### config.mk
export PLATFORM = sky130hd
export DESIGN_NAME = gray_conv_arbiter
export DESIGN_NICKNAME = d
export VERILOG_FILES = /design/src/rtl/gray_conv_arbiter.sv
export SDC_FILE = /design/constraint.sdc
export NUM_CORES = 1
export LEC_CHECK = 0
export CORE_MARGIN = 2
export CORE_UTILIZATION = 34
export CTS_CLUSTER_SIZE = 14
export DETAILED_ROUTE_END_ITERATION = 8
export PLACE_DENSITY = 0.75
export SLEW_MARGIN = 20
export SYNTH_ARGS = -nofsm -noshare
export SYNTH_HDL_FRONTEND = slang
export SYNTH_SLANG_ARGS = --single-unit
### constraint.sdc
create_clock -name clk -period 1.73 [get_ports clk]
set_input_delay 0.173 -clock clk [delete_from_list [all_inputs] [get_ports clk]]
set_output_delay 0.173 -clock clk [all_outputs]
set_load 0.1 [all_outputs]
### src/rtl/gray_conv_arbiter.sv
// Round-robin arbiter feeding a single binary-to-Gray converter
// with a one-entry registered output slot.
module gray_conv_arbiter #(
  parameter int N_REQ = 4,
  parameter int WIDTH = 8,
  localparam int IW = (N_REQ > 1) ? $clog2(N_REQ) : 1
) (
  input  logic                   clk,
  input  logic                   rst_n,
  input  logic [N_REQ-1:0]       req_valid,
  input  logic [N_REQ*WIDTH-1:0] req_bin,
  output logic [N_REQ-1:0]       req_ready,
  output logic                   out_valid,
  input  logic                   out_ready,
  output logic [WIDTH-1:0]       out_gray,
  output logic [IW-1:0]          out_id
);

  typedef enum logic {
    EMPTY = 1'b0,
    FULL  = 1'b1
  } slot_e;

  slot_e            state_q, state_d;
  logic [IW-1:0]    ptr_q, ptr_d;
  logic [IW-1:0]    id_q, id_d;
  logic [WIDTH-1:0] gray_q, gray_d;
  logic [IW-1:0]    win;
  logic [WIDTH-1:0] sel_bin;
  logic             found;
  logic             can_acc;
  logic             acc;

  // Search wraps naturally because N_REQ is a power of two.
  always_comb begin
    found = 1'b0;
    win   = ptr_q;
    for (int k = 0; k < N_REQ; k++) begin
      if (!found && req_valid[ptr_q + IW'(k)]) begin
        found = 1'b1;
        win   = ptr_q + IW'(k);
      end
    end
  end

  assign can_acc = (state_q == EMPTY) || out_ready;
  assign acc     = rst_n && can_acc && found;
  assign sel_bin = req_bin[win*WIDTH +: WIDTH];

  always_comb begin
    req_ready = '0;
    if (acc) begin
      req_ready[win] = 1'b1;
    end
  end

  always_comb begin
    state_d = state_q;
    ptr_d   = ptr_q;
    gray_d  = gray_q;
    id_d    = id_q;
    if (acc) begin
      state_d = FULL;
      gray_d  = sel_bin ^ (sel_bin >> 1);
      id_d    = win;
      ptr_d   = win + IW'(1);
    end else if ((state_q == FULL) && out_ready) begin
      state_d = EMPTY;
    end
  end

  always_ff @(posedge clk) begin
    if (!rst_n) begin
      state_q <= EMPTY;
      ptr_q   <= '0;
      gray_q  <= '0;
      id_q    <= '0;
    end else begin
      state_q <= state_d;
      ptr_q   <= ptr_d;
      gray_q  <= gray_d;
      id_q    <= id_d;
    end
  end

  assign out_valid = (state_q == FULL);
  assign out_gray  = gray_q;
  assign out_id    = id_q;

endmodule
-- Word-level counts from Yosys, hierarchy flattened
Index checks and enable logic that the tools add are counted.
- flip-flop bits (word level): 13
- input bits: 39
- output and inout bits: 15
- word-level logic and storage cells: 49
- $add $sub $neg: 4
- magnitude comparators: 6
- shifts and indexed selects: 1
- muxes and demuxes: 20
- bitwise logic cells: 2
- reduce and logical (&&, ||, !) cells: 12
- operators with widths (cell ; number):
    $shiftx 32x6->8 ; 1
    $lt 2x3->1 const B ; 5
    $mux 1 ; 11
    $bmux 1 s2 ; 4
    $xor 8x7->8 ; 1
    $logic_and 1x1->1 ; 7
    $mux 2 ; 3
    $add 2x1->2 const B ; 2
    $add 2x2->2 const B ; 2
    $mux 4 ; 1
    $logic_not 1->1 ; 3
    $demux 1 s2 ; 1
    $ge 2x1->1 const B ; 1
    $reduce_bool 2->1 ; 1
    $logic_or 1x1->1 ; 1
    $not 1->1 ; 1

-- Depth between registers and ports, before layout
- word-level depth: 17
- depth in mapped cells: 9
- depth with buffers taken out: 8

-- Least setup slack after synthesis
OpenSTA, ideal clock, no wires.
- path kind: register -> output
- start point: register state_q, in the netlist out_valid
- end point: output port req_ready[0]
- arrival time: 2.700 ns
- required time: 1.557 ns
- path slack: -1.143 ns
- stages on the path, launching flop included: 7
- path buffers: 2
- path through: dfxtp_1 nand2b_1 nand2_1 a21o_1 clkbuf_1 clkbuf_1 nor2_1
- word-level cells in the longest chain between the ends: 5
- RTL lines (item ; line ; text):
    from (decl) ; 24 ; slot_e state_q, state_d;
    from (signal assigned) ; 79 ; state_q <= state_d;
    $not 1->1 ; 46 ; assign can_acc = (state_q == EMPTY) || out_ready;
    $logic_or 1x1->1 ; 46 ;
    $logic_and 1x1->1 (2 in series) ; 47 ; assign acc = rst_n && can_acc && found;
    $mux 4 ; 52 ; if (acc) begin
    to (decl) ; 12 ; output logic [N_REQ-1:0] req_ready,
Every way passes these cells.

-- Worst setup path in the final report
- start point: register ptr_q[1]
- end point: register gray_q[0], in the netlist out_gray[0]
- word-level cells in the longest chain between the ends: 14
- elaborated cells on any way between the ends: 27
- those cells by class: 3 x add/sub; 1 x shift; 15 x mux; 1 x bitwise; 7 x reduce/logical
- RTL lines (item ; line ; text):
    from (decl) ; 25 ; logic [IW-1:0] ptr_q, ptr_d;
    from (signal assigned) ; 80 ; ptr_q <= ptr_d;
    parallel branches: the longest is 14 deep, another holds $add 2x1->2 ; -- ;
    to (signal assigned) ; 81 ; gray_q <= gray_d;
    to (decl) ; 27 ; logic [WIDTH-1:0] gray_q, gray_d;
Parallel ways; which one is timed is not known. The select of a mux whose other input is x is not followed.
A chain may end at the register's enable or synchronous reset.

==> metrics.txt <==
Reg area 272 sq um; post-synthesis register bit count 13; DRC 0; met1 wire length 1030 microns; slowest stage delay, CP 0.37 ns; most frequent CP cell a21oi_2; share of the synthesized area in the top cell type 0.268; Hold WC Path Type flip-flop to flip-flop; routed wl met3 237 microns; vias per inst 5.10; Layout Skew 0.00897 ns; share of layout cells above drive strength 1 0.413; number of H-tree levels 1; total CTS buffers 3; CP max FO 7; Ports 54; post-route ant nets 0; Lkg Pwr 0.000846 uW; global route overflow 0; commonest cells after routing, fill and taps aside clkdlybuf4s50_1 (34), buf_4 (22), mux2i_1 (18), nand3_1 (11), dfxtp_1 (10); Bufs on Longest Clock Path 2; Avg WL per Cell 13.2 microns; NetSw 1370 uW; critical path's top delay family buffers and inverters; Gate Count Post-Synth 110; first-iteration detailed-routing DRC count 15; yosys synthesis warning count 0; outcome finished, violations left; ys flop type dfxtp_1; Slew Viols, Final 0; MaxCap Viol Count 0; Reg power frac 0.174; post-DP HPWL 2010 microns; post-layout util 0.715; Fin Setup TNS -2.52 ns; Pwr Total 2700 uW; GP Congestion 0.824; Mapped Area 971 sq um; failing checks setup timing; buffers and inverters on the worst path 3; RSZ-0062 raised after global routing true; Final Cycle Share 1.14; Die W 57.4 microns; peak supply drop 986 uV; clock latency at the later pin of the worst-skew pair 0.28 ns; fill count 204; post-layout min period 1.98 ns; Fmax 506 MHz; CP startpoint kind flip-flop; Synth cell types 28; area of the multi-input gates 815 sq um; Total Routing Usage GR 0.171; PwrDens 1380 nW/um^2; Pint 1330 uW; Core Area 2730 sq um; commonest non-fill, non-tap cell in the layout clkdlybuf4s50_1; Slew @ Worst Pin 0.286 ns; nets 223; WS Path Type flip-flop to flip-flop; WP data arrival 2.19 ns; drt pass-1 iters 4; die span in y 57.4 microns; Ant. Diodes 0; Post-synth ARST share 0; Clk network pwr share 0.073; WP data required 1.94 ns; CTS tree yes; Port-buffer cells 53; top cell type by total area after synthesis dfxtp_1; Area Overhead vs Synth 101%; Net Sw Frac 0.506; post-synthesis sequential area ratio 0.268; Fin. Hold Viols 0; placed insts 200; ranking of synthesized cells by area dfxtp_1 (27%), mux2i_1 (19%), mux2_4 (7.7%), nand3_1 (5.7%), xnor2_1 (5.4%); drt total wl 2780 microns; post-route insts no fill 210; Final setup viols 12; vias in the first global route 1083; initial antenna violation count 0; vias post-DR 1071; syn_area_per_cell 8.83 sq um; critical-path cell with the highest stage delay dfxtp_4; synthesized netlist net count 153; setup slack after layout -0.245 ns; EDFF count, synth 0; largest net degree at the start of global routing 13; Max-slew headroom 0.811; worst path cell trace buf_6, nor3_4, a21oi_2, a21oi_2, buf_12, buf_4, mux2_4, xor2_1, o21ai_1; Cell Rows 19; CTS root buf clkbuf_4; Worst-path clk slew 0.09 ns; die footprint 3300 sq um; global-route wire length before repair 4460 microns; combinational power share 0.753; Crit. End Element flip-flop; total length of routed met2 wires 1470 microns; TritonCTS Sinks 13; top layer in use met4; initial core utilization 0.355
## timing repair
| item | in CTS | in global routing |
|---|---|---|
| hold buffers | 0 | 0 |
| setup buffers | 5 | 0 |
| gates resized for setup | 24 | 14 |
| endpoints found under the setup margin | 12 | 12 |
| cloned | 0 | 1 |
| pin swaps | 6 | 7 |
## worst paths after layout
| path | startpoint | end | slack (ns) | cells past startpoint |
|---|---|---|---|---|
| hold reg to reg | out_gray[6]$_SDFFE_PN0P_ | out_gray[6]$_SDFFE_PN0P_ | 0.47 | 2 |
| hold / removal | out_gray[6]$_SDFFE_PN0P_ | out_gray[6]$_SDFFE_PN0P_ | 0.47 | 2 |
| setup reg to reg | ptr_q[1]$_SDFFE_PN0P_ | out_gray[0]$_SDFFE_PN0P_ | -0.25 | 9 |
| setup / recovery | ptr_q[1]$_SDFFE_PN0P_ | out_gray[0]$_SDFFE_PN0P_ | -0.25 | 9 |
## logic make-up after synthesis
family / count (synthesis) / synth area share
flops: 13 / 0.268
mux: 25 / 0.286
compound gates: 17 / 0.0941
xor+xnor: 7 / 0.0631
buf+inv: 15 / 0.0812
simple gates: 29 / 0.156
fa+ha+maj: 4 / 0.0515
## synth_stat cells, types with 2 or more instances
cell and instances:
nor2b_1 3, mux2_2 2, nand2_1 2, mux2_4 5, nand3_1 11, o21ai_0 5, xnor2_1 6, o21ai_1 6
ha_1 4, a21oi_1 3, nor2_1 7, mux2i_1 18, nor3_1 2, clkbuf_1 3, inv_1 8, dfxtp_1 13
## flip-flops by register name, indices dropped and copies added, names as in the netlist
register   flops
out_gray       8
ptr_q          2
out_valid      1
out_id         2
## final cells by class
cell class | instances | share of cell area
multi-input combinational | 82 | 0.417
timing repair buffer | 71 | 0.383
sequential | 13 | 0.139
inverter | 9 | 0.0282
tap | 31 | 0.0198
clock buffer | 4 | 0.0134
## layer usage
metal / track usage / vias to the layer above
li1: - / 519
met1: 0.192 / 500
met2: 0.310 / 48
met3: 0.0431 / 4
met4: 0.0565 / 0
met5: 0 / -
## tightest hold or removal path, cell delays in order (launching register included)
cell     delay (ns)
dfxtp_1        0.32
nand3_1        0.06
o21ai_1        0.05
## power by group through the flow
stage / clock, uW / sequential, uW / combinational [uW]
after floorplan: 0 / 1020 / 733
after global placement: 0 / 453 / 1670
after detailed placement: 0 / 459 / 1700
after CTS: 189 / 455 / 1890
after global routing: 214 / 480 / 2140
final: 196 / 469 / 2030
## stage by stage
stage | area [sq um] | hold WS (ns) | worst slack, ns
3_3_place_gp | 1690 | 0.444 | -0.422
5_1_grt | 1950 | 0.491 | -0.337
6_report | 1950 | 0.466 | -0.245
2_1_floorplan | 1050 | 0.295 | -0.0970
4_1_cts | 1850 | 0.463 | -0.264
3_5_place_dp | 1690 | 0.451 | -0.534
Note: power is estimated with default switching activity, not from simulation.
